<file path="src/rtl/store_monitor_if.sv">
// Bus between a CPU data-memory write port / log reader and the store monitor.
// The master side drives stores and log pops; the slave side (the monitor)
// returns log contents and the run verdict.
interface store_monitor_if;
    logic        memwrite;
    logic [31:0] aluout;
    logic [31:0] writedata;
    logic        log_rd;
    logic        log_valid;
    logic [31:0] log_addr;
    logic [31:0] log_data;
    logic        log_overflow;
    logic [15:0] store_count;
    logic        pass;
    logic        fail;
    logic        timeout;
    logic        done;
    logic [31:0] fail_addr;

    modport master (
        output memwrite, aluout, writedata, log_rd,
        input  log_valid, log_addr, log_data, log_overflow, store_count,
               pass, fail, timeout, done, fail_addr
    );

    modport slave (
        input  memwrite, aluout, writedata, log_rd,
        output log_valid, log_addr, log_data, log_overflow, store_count,
               pass, fail, timeout, done, fail_addr
    );
endinterface

</file>
<file path="src/rtl/store_monitor.sv">
// Store monitor: watches CPU stores, decides pass/fail/timeout for a test run
// and records every store seen during the run in a small FIFO log.
module store_monitor #(
    parameter logic [31:0] TARGET_ADDR = 32'h0000_0010,
    parameter logic [31:0] TARGET_DATA = 32'hFFFF_FFFA,
    parameter logic [31:0] WIN_LO      = 32'h0000_0014,
    parameter logic [31:0] WIN_HI      = 32'h0000_0028,
    parameter int unsigned TIMEOUT     = 1000,
    parameter int unsigned LOG_DEPTH   = 8
) (
    input  logic           clk,
    input  logic           reset,
    store_monitor_if.slave mon_if
);

    localparam int unsigned PTR_W = (LOG_DEPTH > 1) ? $clog2(LOG_DEPTH) : 1;
    localparam int unsigned CNT_W = PTR_W + 1;

    localparam logic [31:0]      TIMEOUT_LAST = 32'(TIMEOUT - 1);
    localparam logic [PTR_W-1:0] PTR_ONE      = PTR_W'(1);
    localparam logic [CNT_W-1:0] OCC_ONE      = CNT_W'(1);
    localparam logic [CNT_W-1:0] OCC_ZERO     = CNT_W'(0);
    localparam logic [CNT_W-1:0] OCC_FULL     = CNT_W'(LOG_DEPTH);

    typedef enum logic [1:0] {
        RUN  = 2'd0,
        PASS = 2'd1,
        FAIL = 2'd2,
        TOUT = 2'd3
    } state_t;

    typedef enum logic [1:0] {
        CLS_TARGET  = 2'd0,
        CLS_LEGAL   = 2'd1,
        CLS_ILLEGAL = 2'd2
    } class_t;

    // Target wins over the window; the target address with wrong data is
    // illegal because it lies below the window.
    function automatic class_t classify(input logic [31:0] addr, input logic [31:0] data);
        class_t cls;
        if ((addr == TARGET_ADDR) && (data == TARGET_DATA)) begin
            cls = CLS_TARGET;
        end else if ((addr >= WIN_LO) && (addr <= WIN_HI) && (addr[1:0] == 2'b00)) begin
            cls = CLS_LEGAL;
        end else begin
            cls = CLS_ILLEGAL;
        end
        return cls;
    endfunction

    // FSM and run bookkeeping
    state_t      state_q, state_d;
    logic [31:0] cyc_q, cyc_d;
    logic [15:0] store_cnt_q, store_cnt_d;
    logic [31:0] fail_addr_q, fail_addr_d;
    logic        pass_q, fail_q, tout_q, done_q;

    // Store log
    logic [31:0]      log_addr_mem_q [LOG_DEPTH];
    logic [31:0]      log_data_mem_q [LOG_DEPTH];
    logic [PTR_W-1:0] wr_ptr_q, wr_ptr_d;
    logic [PTR_W-1:0] rd_ptr_q, rd_ptr_d;
    logic [CNT_W-1:0] occ_q, occ_d;
    logic             ovf_q, ovf_d;

    class_t store_cls_s;
    logic   push_s;
    logic   pop_s;
    logic   full_s;
    logic   wr_en_s;
    logic   drop_s;

    // Next-state logic: classify stores in RUN, apply the cycle limit, hold terminal states.
    always_comb begin
        state_d     = state_q;
        cyc_d       = cyc_q;
        fail_addr_d = fail_addr_q;
        push_s      = 1'b0;
        store_cls_s = classify(mon_if.aluout, mon_if.writedata);
        case (state_q)
            RUN: begin
                push_s = mon_if.memwrite;
                cyc_d  = cyc_q + 32'd1;
                if (mon_if.memwrite && (store_cls_s == CLS_TARGET)) begin
                    state_d = PASS;
                end else if (mon_if.memwrite && (store_cls_s == CLS_ILLEGAL)) begin
                    state_d     = FAIL;
                    fail_addr_d = mon_if.aluout;
                end else if (cyc_q == TIMEOUT_LAST) begin
                    state_d = TOUT;
                end else begin
                    state_d = RUN;
                end
            end
            PASS, FAIL, TOUT: begin
                state_d = state_q;
            end
            default: begin
                state_d = RUN;
            end
        endcase
    end

    // Saturating count of stores accepted during the run.
    always_comb begin
        store_cnt_d = store_cnt_q;
        if (push_s && (store_cnt_q != 16'hFFFF)) begin
            store_cnt_d = store_cnt_q + 16'd1;
        end else begin
            store_cnt_d = store_cnt_q;
        end
    end

    // Log control: a push into a full log only succeeds when a pop frees the slot that same cycle.
    always_comb begin
        pop_s    = mon_if.log_rd && (occ_q != OCC_ZERO);
        full_s   = (occ_q == OCC_FULL);
        wr_en_s  = push_s && (!full_s || pop_s);
        drop_s   = push_s && full_s && !pop_s;
        wr_ptr_d = wr_en_s ? (wr_ptr_q + PTR_ONE) : wr_ptr_q;
        rd_ptr_d = pop_s ? (rd_ptr_q + PTR_ONE) : rd_ptr_q;
        ovf_d    = ovf_q | drop_s;
        case ({wr_en_s, pop_s})
            2'b10:   occ_d = occ_q + OCC_ONE;
            2'b01:   occ_d = occ_q - OCC_ONE;
            default: occ_d = occ_q;
        endcase
    end

    // State, counters and verdict flags; verdicts are registered from the next state.
    always_ff @(posedge clk) begin
        if (reset) begin
            state_q     <= RUN;
            cyc_q       <= 32'd0;
            store_cnt_q <= 16'd0;
            fail_addr_q <= 32'd0;
            pass_q      <= 1'b0;
            fail_q      <= 1'b0;
            tout_q      <= 1'b0;
            done_q      <= 1'b0;
        end else begin
            state_q     <= state_d;
            cyc_q       <= cyc_d;
            store_cnt_q <= store_cnt_d;
            fail_addr_q <= fail_addr_d;
            pass_q      <= (state_d == PASS);
            fail_q      <= (state_d == FAIL);
            tout_q      <= (state_d == TOUT);
            done_q      <= (state_d != RUN);
        end
    end

    // Log pointers, occupancy and sticky overflow.
    always_ff @(posedge clk) begin
        if (reset) begin
            wr_ptr_q <= {PTR_W{1'b0}};
            rd_ptr_q <= {PTR_W{1'b0}};
            occ_q    <= OCC_ZERO;
            ovf_q    <= 1'b0;
        end else begin
            wr_ptr_q <= wr_ptr_d;
            rd_ptr_q <= rd_ptr_d;
            occ_q    <= occ_d;
            ovf_q    <= ovf_d;
        end
    end

    // Log storage; contents need no reset since empty entries are never shown.
    always_ff @(posedge clk) begin
        if (!reset && wr_en_s) begin
            log_addr_mem_q[wr_ptr_q] <= mon_if.aluout;
            log_data_mem_q[wr_ptr_q] <= mon_if.writedata;
        end
    end

    assign mon_if.log_valid    = (occ_q != OCC_ZERO);
    assign mon_if.log_addr     = (occ_q != OCC_ZERO) ? log_addr_mem_q[rd_ptr_q] : 32'd0;
    assign mon_if.log_data     = (occ_q != OCC_ZERO) ? log_data_mem_q[rd_ptr_q] : 32'd0;
    assign mon_if.log_overflow = ovf_q;
    assign mon_if.store_count  = store_cnt_q;
    assign mon_if.pass         = pass_q;
    assign mon_if.fail         = fail_q;
    assign mon_if.timeout      = tout_q;
    assign mon_if.done         = done_q;
    assign mon_if.fail_addr    = fail_addr_q;

endmodule
</file>
<file path="src/flat_wrapper.sv">
// flat-port wrapper written by rule: the top's interface ports become plain ports
module store_monitor_flat 
#(
    parameter logic [31:0] TARGET_ADDR = 32'h0000_0010,
    parameter logic [31:0] TARGET_DATA = 32'hFFFF_FFFA,
    parameter logic [31:0] WIN_LO      = 32'h0000_0014,
    parameter logic [31:0] WIN_HI      = 32'h0000_0028,
    parameter int unsigned TIMEOUT     = 1000,
    parameter int unsigned LOG_DEPTH   = 8
)
  (clk, reset, mon_if_memwrite, mon_if_aluout, mon_if_writedata, mon_if_log_rd, mon_if_log_valid, mon_if_log_addr, mon_if_log_data, mon_if_log_overflow, mon_if_store_count, mon_if_pass, mon_if_fail, mon_if_timeout, mon_if_done, mon_if_fail_addr);
  store_monitor_if mon_if_i ();
  input  logic clk;
  input  logic reset;
  input wire logic [$bits(mon_if_i.memwrite)-1:0] mon_if_memwrite;
  input wire logic [$bits(mon_if_i.aluout)-1:0] mon_if_aluout;
  input wire logic [$bits(mon_if_i.writedata)-1:0] mon_if_writedata;
  input wire logic [$bits(mon_if_i.log_rd)-1:0] mon_if_log_rd;
  output wire logic [$bits(mon_if_i.log_valid)-1:0] mon_if_log_valid;
  output wire logic [$bits(mon_if_i.log_addr)-1:0] mon_if_log_addr;
  output wire logic [$bits(mon_if_i.log_data)-1:0] mon_if_log_data;
  output wire logic [$bits(mon_if_i.log_overflow)-1:0] mon_if_log_overflow;
  output wire logic [$bits(mon_if_i.store_count)-1:0] mon_if_store_count;
  output wire logic [$bits(mon_if_i.pass)-1:0] mon_if_pass;
  output wire logic [$bits(mon_if_i.fail)-1:0] mon_if_fail;
  output wire logic [$bits(mon_if_i.timeout)-1:0] mon_if_timeout;
  output wire logic [$bits(mon_if_i.done)-1:0] mon_if_done;
  output wire logic [$bits(mon_if_i.fail_addr)-1:0] mon_if_fail_addr;
  assign mon_if_i.memwrite = mon_if_memwrite;
  assign mon_if_i.aluout = mon_if_aluout;
  assign mon_if_i.writedata = mon_if_writedata;
  assign mon_if_i.log_rd = mon_if_log_rd;
  assign mon_if_log_valid = mon_if_i.log_valid;
  assign mon_if_log_addr = mon_if_i.log_addr;
  assign mon_if_log_data = mon_if_i.log_data;
  assign mon_if_log_overflow = mon_if_i.log_overflow;
  assign mon_if_store_count = mon_if_i.store_count;
  assign mon_if_pass = mon_if_i.pass;
  assign mon_if_fail = mon_if_i.fail;
  assign mon_if_timeout = mon_if_i.timeout;
  assign mon_if_done = mon_if_i.done;
  assign mon_if_fail_addr = mon_if_i.fail_addr;
  store_monitor #(.TARGET_ADDR(TARGET_ADDR), .TARGET_DATA(TARGET_DATA), .WIN_LO(WIN_LO), .WIN_HI(WIN_HI), .TIMEOUT(TIMEOUT), .LOG_DEPTH(LOG_DEPTH)) u_core (.clk(clk), .reset(reset), .mon_if(mon_if_i));
endmodule
</file>
<file path="config.mk">
export PLATFORM = sky130hd
export DESIGN_NAME = store_monitor_flat
export DESIGN_NICKNAME = d
export VERILOG_FILES = /design/src/rtl/store_monitor_if.sv /design/src/rtl/store_monitor.sv /design/src/flat_wrapper.sv
export SDC_FILE = /design/constraint.sdc
export NUM_CORES = 1
export LEC_CHECK = 0
export CORE_ASPECT_RATIO = 1.2
export CORE_MARGIN = 1.5
export CORE_UTILIZATION = 51
export CTS_BUF_LIST = sky130_fd_sc_hd__clkbuf_2
export DETAILED_ROUTE_END_ITERATION = 8
export GPL_ROUTABILITY_DRIVEN = 1
export PLACE_DENSITY = 0.74
export SYNTH_ARGS = -nofsm -noshare
export SYNTH_HDL_FRONTEND = slang
export SYNTH_SLANG_ARGS = --single-unit
</file>
<file path="constraint.sdc">
create_clock -name clk -period 25.7 [get_ports clk]
set_input_delay 7.71 -clock clk [delete_from_list [all_inputs] [get_ports clk]]
set_output_delay 7.71 -clock clk [all_outputs]
set_load 0.05 [all_outputs]
</file>
**Word-level counts from Yosys, hierarchy flattened**

Memories as Yosys holds them, arrays and structs flattened. A register that Yosys moved wholly into a read port is not among the register bits.
Index checks and enable logic that the tools add are counted.

- Logic and storage cells: 77
- Output and inout port bits: 118
- Input port bits: 68
- Bits in registers: 97
- Memories: 2
- RAM bits: 512

Memories:

| name | depth | bits a word | read ports | clocked after memory_dff | wr ports | line | text |
|---|---|---|---|---|---|---|---|
| u_core.log_addr_mem_q | 8 | 32 | 1 | 1 | 1 | store_monitor.sv:60 | `logic [31:0] log_addr_mem_q [LOG_DEPTH];` |
| u_core.log_data_mem_q | 8 | 32 | 1 | 1 | 1 | store_monitor.sv:61 | `logic [31:0] log_data_mem_q [LOG_DEPTH];` |

- Reduce and logical (&&, ||, !) cells: 23
- $lt $le $gt $ge: 2
- Multiplexer cells: 16
- Equality and inequality tests: 14
- Add/sub/neg operators: 6
- Bitwise logic cells: 2

Operators with widths:

| cell | number |
|---|---|
| $mux 32 | 2 |
| $add 32x1->32 const B | 1 |
| $eq 32x10->1 const B | 1 |
| $eq 32x32->1 const B | 1 |
| $eq 32x5->1 const B | 1 |
| $ge 32x5->1 const B | 1 |
| $le 32x6->1 const B | 1 |
| $add 16x1->16 const B | 1 |
| $ne 16x16->1 const B | 1 |
| $eq 2x2->1 const B | 6 |
| $mux 3 | 4 |
| $logic_and 1x1->1 | 11 |
| $mux 2 | 5 |
| $pmux 4 s2 | 1 |
| $add 3x1->3 const B | 2 |
| $eq 2x1->1 const B | 3 |
| $logic_not 2->1 | 3 |
| $add 4x1->4 const B | 1 |
| $eq 4x4->1 const B | 1 |
| $pmux 2 s2 | 1 |
| $reduce_bool 2->1 | 2 |
| $reduce_bool 4->1 | 1 |
| $sub 4x1->4 const B | 1 |
| $logic_not 1->1 | 3 |
| other kinds (6) | 8 |

**Depth between registers and ports, before layout**

Gate-level depths: netlist of run 1.

- Depth after elaboration: 11
- Mapped depth: 11
- Gate-level depth less buffers: 11

**Least setup slack after synthesis of run 1**

OpenSTA, ideal clock, no wires.

- Path kind: input -> register
- From: input port mon_if_memwrite
- To: memory u_core.log_addr_mem_q[0][0], enable pin
- Data arrival time: 13161 ps
- Stages: 5
- Setup slack: 11974 ps
- Buffers on the path: 1
- Path through: or3b_1 -> buf_2 -> a31o_2 -> or3_1 -> nor3_1

- Word-level cells in the longest chain between the ends: 5

Ends and longest elaborated chain:

| what | line | text |
|---|---|---|
| start: declaration | flat_wrapper.sv:15 | `input wire logic [$bits(mon_if_i.memwrite)-1:0] mon_if_memwrite;` |
| $mux 1 | store_monitor.sv:81 | `case (state_q)` |
| $logic_and 1x1->1 | store_monitor.sv:119 | `wr_en_s = push_s && (!full_s \|\| pop_s);` |
| $logic_and 1x1->1 | store_monitor.sv:171 | `if (!reset && wr_en_s) begin` |
| $mux 1 | store_monitor.sv:171 |  |
| $mux 1 (not written as such) | store_monitor.sv:172 | `log_addr_mem_q[wr_ptr_q] <= mon_if.aluout;` |
| end: declaration | store_monitor.sv:60 |  |

No other way between the ends.

==> impl_results.md, run 1 <==
- Status: completed
- Async S/R FF share, synth: 0%
- Grt total ovfl: 0
- Reg2Reg Depth: 5
- Most common cell after layout, fill and taps aside: edfxtp_1
- Most frequent cells in the layout: 512 x edfxtp_1, 203 x clkbuf_2, 184 x clkdlybuf4s50_1
- Pwr Density: 90.2 mW/mm²
- I/O pin count: 186
- Crit start category: flip-flop
- Max-cap violations: 0
- Worst skew pair latency: 1.11 ns
- Hold depth: 2
- Die W: 201 µm
- Simple-gate share of the synthesized area: 6.89%
- VDD IR-drop max: 0.0607 mV
- Initial antenna violation count: 1
- Hold/Removal Path Class: flip-flop to flip-flop
- Reg clk slew, reported paths: 0.10 ns
- Worst path arrival time: 5.41 ns
- Worst path bufs/invs: 3
- CP most frequent cell: buf_4
- DP Worst Slack: 13.53 ns
- Fmax: 76.2 MHz
- Post-route setup TNS: 0 ns
- RSZ-0062 raised after global routing: no
- Area growth, synth to finish: 16.5%
- Final wirelength: 53.0 mm
- Clock buffer depth: 3
- R2r endpoint: u_core.log_data_mem_q[1][27]$_DFFE_PP_
- Min-delay src: u_core.mon_if.fail_addr[19]$_SDFFE_PP0P_
- Worst path max stage delay: 1.08 ns
- Synthesis Warnings: 0
- Final Slew Violations: 0
- Final Net Count: 1,736
- Die area: 0.0485 mm²
- All-Layer GR Usage: 22.1%
- DRC: 0
- Number of flops mapped to enable cells by yosys: 512
- CTS Hold Buffers Added: 0
- Vias in the first global route: 14.0k
- Setup-failing EPs final: 0
- Avg Synthesized Cell Area: 17.5 µm²
- Syn Inst Count: 1,378
- Tmin final: 13.12 ns
- Adder-Cell Fraction of Synth Area: 0.395%
- Main combinational cell family by area after synthesis: multiplexers
- Root Buffer: clkbuf_2
- H-tree levels: 4
- Worst path required time: 17.99 ns
- Ys flop type: edfxtp_1
- DRT Pass-1 Iters: 5
- Post-DP HPWL: 30.1 mm
- Post-route ant nets: 0
- Hold Crit Endpoint: u_core.mon_if.fail_addr[19]$_SDFFE_PP0P_
- Reg2Reg Setup Slack: 21.96 ns
- Cts bufs inserted: 146
- Fin. Hold Viols: 0
- CP Class: flip-flop to output port
- Cell-by-cell listing of the critical path: buf_4 > buf_4 > mux4_2 > mux2i_1 > nor2_1 > clkdlybuf4s50_1
- Worst-Margin Slew: 1.31 ns
- Critical path fanouts, max: 53
- Register area share after synthesis: 72.1%
- Layout cell share with drive strength beyond 1: 22.1%
- Setup Skew: 0.0408 ns
- CTS resizes: 0
- Post-synthesis compound-gate area fraction: 1.59%
- Port bufs: 185
- Crit-path slowest cell: dfxtp_4
- DR vias/cell: 5.61
- Mapped Nets: 1,453
- Largest net degree at the start of global routing: 74
- Avg WL per Cell: 22.1 µm
- Std-Cell Rows: 87
- Synthesized area: 0.0241 mm²
- Via count: 13.5k
- Reg2reg start: u_core.state_q[0]$_SDFF_PP0_
- Core Region: 0.0468 mm²
- CTS Sinks: 612
- Final worst setup slack: 12.58 ns
- Setup bufs post-CTS: 0
- CTS tree: yes
- Die Y-Extent: 241 µm
- Multiplexer share of the synthesized area: 16.1%
- Static leakage: 8.99 nW
- Post-synthesis register bit count: 612
- Crit path capture type: output port
- Slew margin rel.: 11.7%
- Crit share post-route: 51.0%
- Cell family with most CP delay: buffers and inverters
- Fill count: 3,525
- Initial DRC Count: 882
- Post-Synth XOR/XNOR Area: 1.53%
- Routability cong.: 0.781
- Synth cell types: 55
- First-pass GRT wire length: 79.7 mm
- Starting Density: 51.5%
-- area by class of cell --
class	count	area (µm²)	area share, %
sequential	612	17400	62.0
antenna	1	2.50	0.00892
timing repair buffer	203	1980	7.06
clock inverter	61	379	1.35
tap	623	779	2.78
multi-input combinational	682	6460	23.0
inverter	16	60.1	0.214
clock buffer	203	1020	3.62
-- kinds of logic after synthesis --
kind of cell | after synthesis
xor gates and xnor gates | 42
DFF | 612
AOI/OAI and AO/OA | 59
adders and majority gates | 7
muxes | 227
and+or+nand+nor | 347
buffers and inverters | 84
-- worst min-delay path, delay by kind of cell (launching register included) --
family / cells / cell delay (ns)
flip-flops: 1 / 0.32
AND/OR/NAND/NOR: 1 / 0.05
multiplexers: 1 / 0.05
-- state kept, by name, indices dropped and copies added (netlist names), 2 cells and up, named ones only --
signal                     cells
u_core.mon_if.store_count     16
u_core.wr_ptr_q                3
u_core.cyc_q                  32
u_core.log_addr_mem_q        256
u_core.log_data_mem_q        256
u_core.state_q                 2
u_core.rd_ptr_q                3
u_core.mon_if.fail_addr       32
u_core.occ_q                   4
-- cell usage after synthesis (6+ instances only) --
cell type	instances	area (µm²)
a211oi_1	7	52.6
a21oi_1	17	85.1
and3_1	7	43.8
and4_1	7	61.3
buf_1	20	75.1
buf_2	7	35.0
clkbuf_1	40	150
dfxtp_1	100	2000
edfxtp_1	512	15400
ha_1	6	75.1
inv_1	16	60.1
mux2i_1	99	991
mux4_2	128	2880
nand2_1	86	323
nand3_1	21	105
nand4_1	21	131
nor2_1	129	484
nor3_1	11	55.1
nor4_1	21	131
o21ai_0	13	65.1
or3_1	11	68.8
xnor2_1	34	298
xor2_1	8	70.1
-- per-stage QoR --
step | power, mW | cell area, µm² | std cells | utilization [%] | hold WS, ns
after floorplan | 1.67 | 24100 | 1378 | - | 0.454
after global placement | 1.91 | 26700 | 2136 | 57.0 | 0.443
after detailed placement | 1.92 | 26700 | 2136 | 57.0 | 0.453
after CTS | 2.56 | 28100 | 2400 | 59.9 | 0.465
after global routing | 2.64 | 28100 | 2401 | 60.0 | 0.482
final | 2.53 | 28100 | 2401 | 60.0 | 0.465
-- power breakdown --
group | internal (mW) | leakage, nW | switching [mW] | total [mW]
Combinational | 0.281 | 2.53 | 0.480 | 0.761
Clock | 0.266 | 1.03 | 0.373 | 0.639
Sequential | 1.10 | 5.43 | 0.0355 | 1.13
-- worst max-delay path by stage --
stage / startpoint / end / depth (start not counted)
after floorplan: mon_if_memwrite / u_core.log_addr_mem_q[0][0]$_DFFE_PP_ / 5
after global placement: flip-flop / mon_if_log_addr[18] / 6
after detailed placement: flip-flop / mon_if_log_addr[18] / 6
after CTS: flip-flop / mon_if_log_addr[18] / 6
after global routing: flip-flop / mon_if_log_addr[18] / 6
final: flip-flop / mon_if_log_addr[17] / 6
-- metal layers --
layer / global-route usage, % / wire length [µm]
met5: 0 / 0
met4: 7.89 / 933
met3: 5.33 / 3580
met2: 36.3 / 26400
met1: 28.9 / 22100
(Power assumes the default switching activity.)
==> run 2, diff against run 1 <==
==> constraint.sdc (replaced) <==
create_clock -name clk -period 12.8 [get_ports clk]
set_input_delay 3.84 -clock clk [delete_from_list [all_inputs] [get_ports clk]]
set_output_delay 3.84 -clock clk [all_outputs]
set_load 0.05 [all_outputs]
==> run 2 against run 1 <==
  * Clock skew up 0.035 ns
  * Clock-buffer cell count up 9
  * Wire length down 2.3%
  * Largest power group unchanged
==> impl_results.md, run 2 (synthesis results as in run 1) <==
- Status: completed
- Routability cong.: 0.797 (+2.0%)
- Fin. Hold Viols: 0 (unchanged)
- Reg clk slew, reported paths: 0.11 ns (about the same)
- Post-route ant nets: 0 (unchanged)
- Final Net Count: 1,731 (-0.29%)
- Net Switching: 1.77 mW (+99%)
- Crit share post-route: 66.4%
- R2r endpoint: u_core.log_addr_mem_q[1][2]$_DFFE_PP_
- Worst hold slack: 0.461 ns (-0.00351 ns)
- Combinational share of power: 30.5% (+0.4 points)
- Layout cell share with drive strength beyond 1: 22.4% (+0.39 points)
- Crit start category: flip-flop
- CP Class: flip-flop to output port
- Avg WL per Cell: 21.7 µm (-1.8%)
- Worst path required time: 8.96 ns (-9.03 ns)
- Tmin final: 8.50 ns
- Worst-Margin Slew: 1.23 ns (-0.0805 ns)
- Via count: 13.4k (-0.41%)
- RSZ-0062 raised after global routing: no
- Most common cell after layout, fill and taps aside: edfxtp_1
- Critical path fanouts, max: 48 (-9.4%)
- Setup Skew: 0.0758 ns (+0.0351 ns)
- VDD IR-drop max: 0.130 mV (+110%)
- Die Y-Extent: 241 µm (unchanged)
- DR vias/cell: 5.62 (+0.13%)
- Std-Cell Rows: 87 (unchanged)
- Max-cap violations: 0 (unchanged)
- Internal cell power: 3.25 mW (+98%)
- Most frequent cells in the layout: 512 x edfxtp_1, 212 x clkbuf_2, 184 x clkdlybuf4s50_1
- Hold/Removal Path Class: flip-flop to flip-flop
- CP endpoint: mon_if_log_addr[21]
- Die area: 0.0485 mm² (unchanged)
- Largest regs: u_core.log_addr_mem_q: 256 flops, u_core.log_data_mem_q: 256 flops
- Clock buffer depth: 3 (unchanged)
- CTS tree: yes
- Worst path max stage delay: 0.91 ns (-0.17 ns)
- Post-route setup TNS: 0 ns (unchanged)
- CTS Sinks: 612 (unchanged)
- Setup bufs post-CTS: 0 (unchanged)
- CTS resizes: 0 (unchanged)
- Reg2reg start: u_core.state_q[0]$_SDFF_PP0_
- Final Slew Violations: 0 (unchanged)
- Sw Ratio: 35.3% (+0.15 points)
- Port bufs: 185 (unchanged)
- Cts bufs inserted: 141 (-3.4%)
- Crit path capture type: output port
- Setup-failing EPs final: 0 (unchanged)
- Pwr Density: 179 mW/mm² (+99%)
- First-pass GRT wire length: 79.1 mm (-0.75%)
- H-tree levels: 4 (unchanged)
- Die W: 201 µm (unchanged)
- Post-DP HPWL: 29.7 mm (-1.4%)
- Static leakage: 8.94 nW (-0.52%)
- Area growth, synth to finish: 16.0%
- Cell-by-cell listing of the critical path: buf_4 > mux4_2 > mux2i_1 > nor2_1 > clkdlybuf4s50_1
- Largest net degree at the start of global routing: 74 (unchanged)
- CTS Hold Buffers Added: 0 (unchanged)
- I/O pin count: 186 (unchanged)
- Fmax: 118 MHz
- Reg2Reg Setup Slack: 9.16 ns (-12.80 ns)
- All-Layer GR Usage: 21.7% (-0.36 points)
- Fraction of power consumed by the clock network: 24.3% (-1.0 points)
- Slew margin rel.: 17.1% (+5.4 points)
- Core Region: 0.0468 mm² (unchanged)
- Initial DRC Count: 823 (-6.7%)
- Crit-path slowest cell: dfxtp_4
- Grt total ovfl: 0 (unchanged)
- Initial antenna violation count: 2 (+1)
- Starting Density: 51.5% (unchanged)
- Vias in the first global route: 13.8k (-1.0%)
- Worst skew pair latency: 1.09 ns (-0.02 ns)
- Root Buffer: clkbuf_2
- Sequential share of power: 45.1% (+0.4 points)
- Final wirelength: 51.8 mm (-2.3%)
- Worst path arrival time: 4.66 ns (-0.75 ns)
- DRC: 0 (unchanged)
- DRT Pass-1 Iters: 7 (+2)
- Reg2Reg Depth: 5 (unchanged)
run 2: per-stage QoR:
stage	cell area (µm²)	power, mW	utilization, %	cells	worst slack (ns)
global route	28000	5.25	59.7	2388	3.87
CTS	28000	5.08	59.7	2387	4.02
global placement	26700	3.85	57.0	2136	5.20
finish	28000	5.01	59.7	2388	4.30
floorplan	24100	3.35	-	1378	2.94
detailed placement	26700	3.86	57.0	2136	5.14
run 2: layout make-up:
cell class / count / area [µm²]
Multi-Input combinational cell: 682 / 6460
Tap cell: 623 / 779
Antenna cell: 1 / 2.50
Inverter: 16 / 60.1
Fill cell: 3536 / 18900
Clock buffer: 212 / 1060
Timing Repair Buffer: 203 / 1980
Clock inverter: 39 / 224
Sequential cell: 612 / 17400
run 2: worst min path at each step:
stage,startpoint,cells past startpoint,to,slack [ns]
2_1_floorplan,u_core.rd_ptr_q[1]$_SDFFE_PP0P_,2,flip-flop,0.45
3_3_place_gp,u_core.mon_if.fail_addr[10]$_SDFFE_PP0P_,2,u_core.mon_if.fail_addr[10]$_SDFFE_PP0P_,0.44
3_5_place_dp,u_core.mon_if.fail_addr[22]$_SDFFE_PP0P_,2,u_core.mon_if.fail_addr[22]$_SDFFE_PP0P_,0.45
4_1_cts,u_core.mon_if.fail_addr[15]$_SDFFE_PP0P_,2,u_core.mon_if.fail_addr[15]$_SDFFE_PP0P_,0.47
5_1_grt,u_core.mon_if.fail_addr[13]$_SDFFE_PP0P_,2,u_core.mon_if.fail_addr[13]$_SDFFE_PP0P_,0.49
6_report,u_core.mon_if.fail_addr[11]$_SDFFE_PP0P_,2,u_core.mon_if.fail_addr[11]$_SDFFE_PP0P_,0.46
run 2: power by group through the flow:
stage	clock, mW	sequential [mW]	combinational [mW]
3_5_place_dp	0	2.31	1.55
5_1_grt	1.35	2.27	1.62
2_1_floorplan	0	2.29	1.06
3_3_place_gp	0	2.31	1.54
6_report	1.22	2.26	1.53
4_1_cts	1.26	2.26	1.55
run 2: metal layers:
layer	GRT usage, %	routed length (µm)	vias to the layer above
met4	7.85	958	2
met2	35.4	25500	486
met5	0	13	-
met1	29.2	22000	6767
met3	4.56	3360	87
li1	-	-	6076
run 2: worst max-delay path: cells and delay by family (launching register included):
family | cells | cell delay (ns)
buffers and inverters | 2 | 1.61
DFF | 1 | 0.91
muxes | 2 | 0.91
and+or+nand+nor | 1 | 0.07
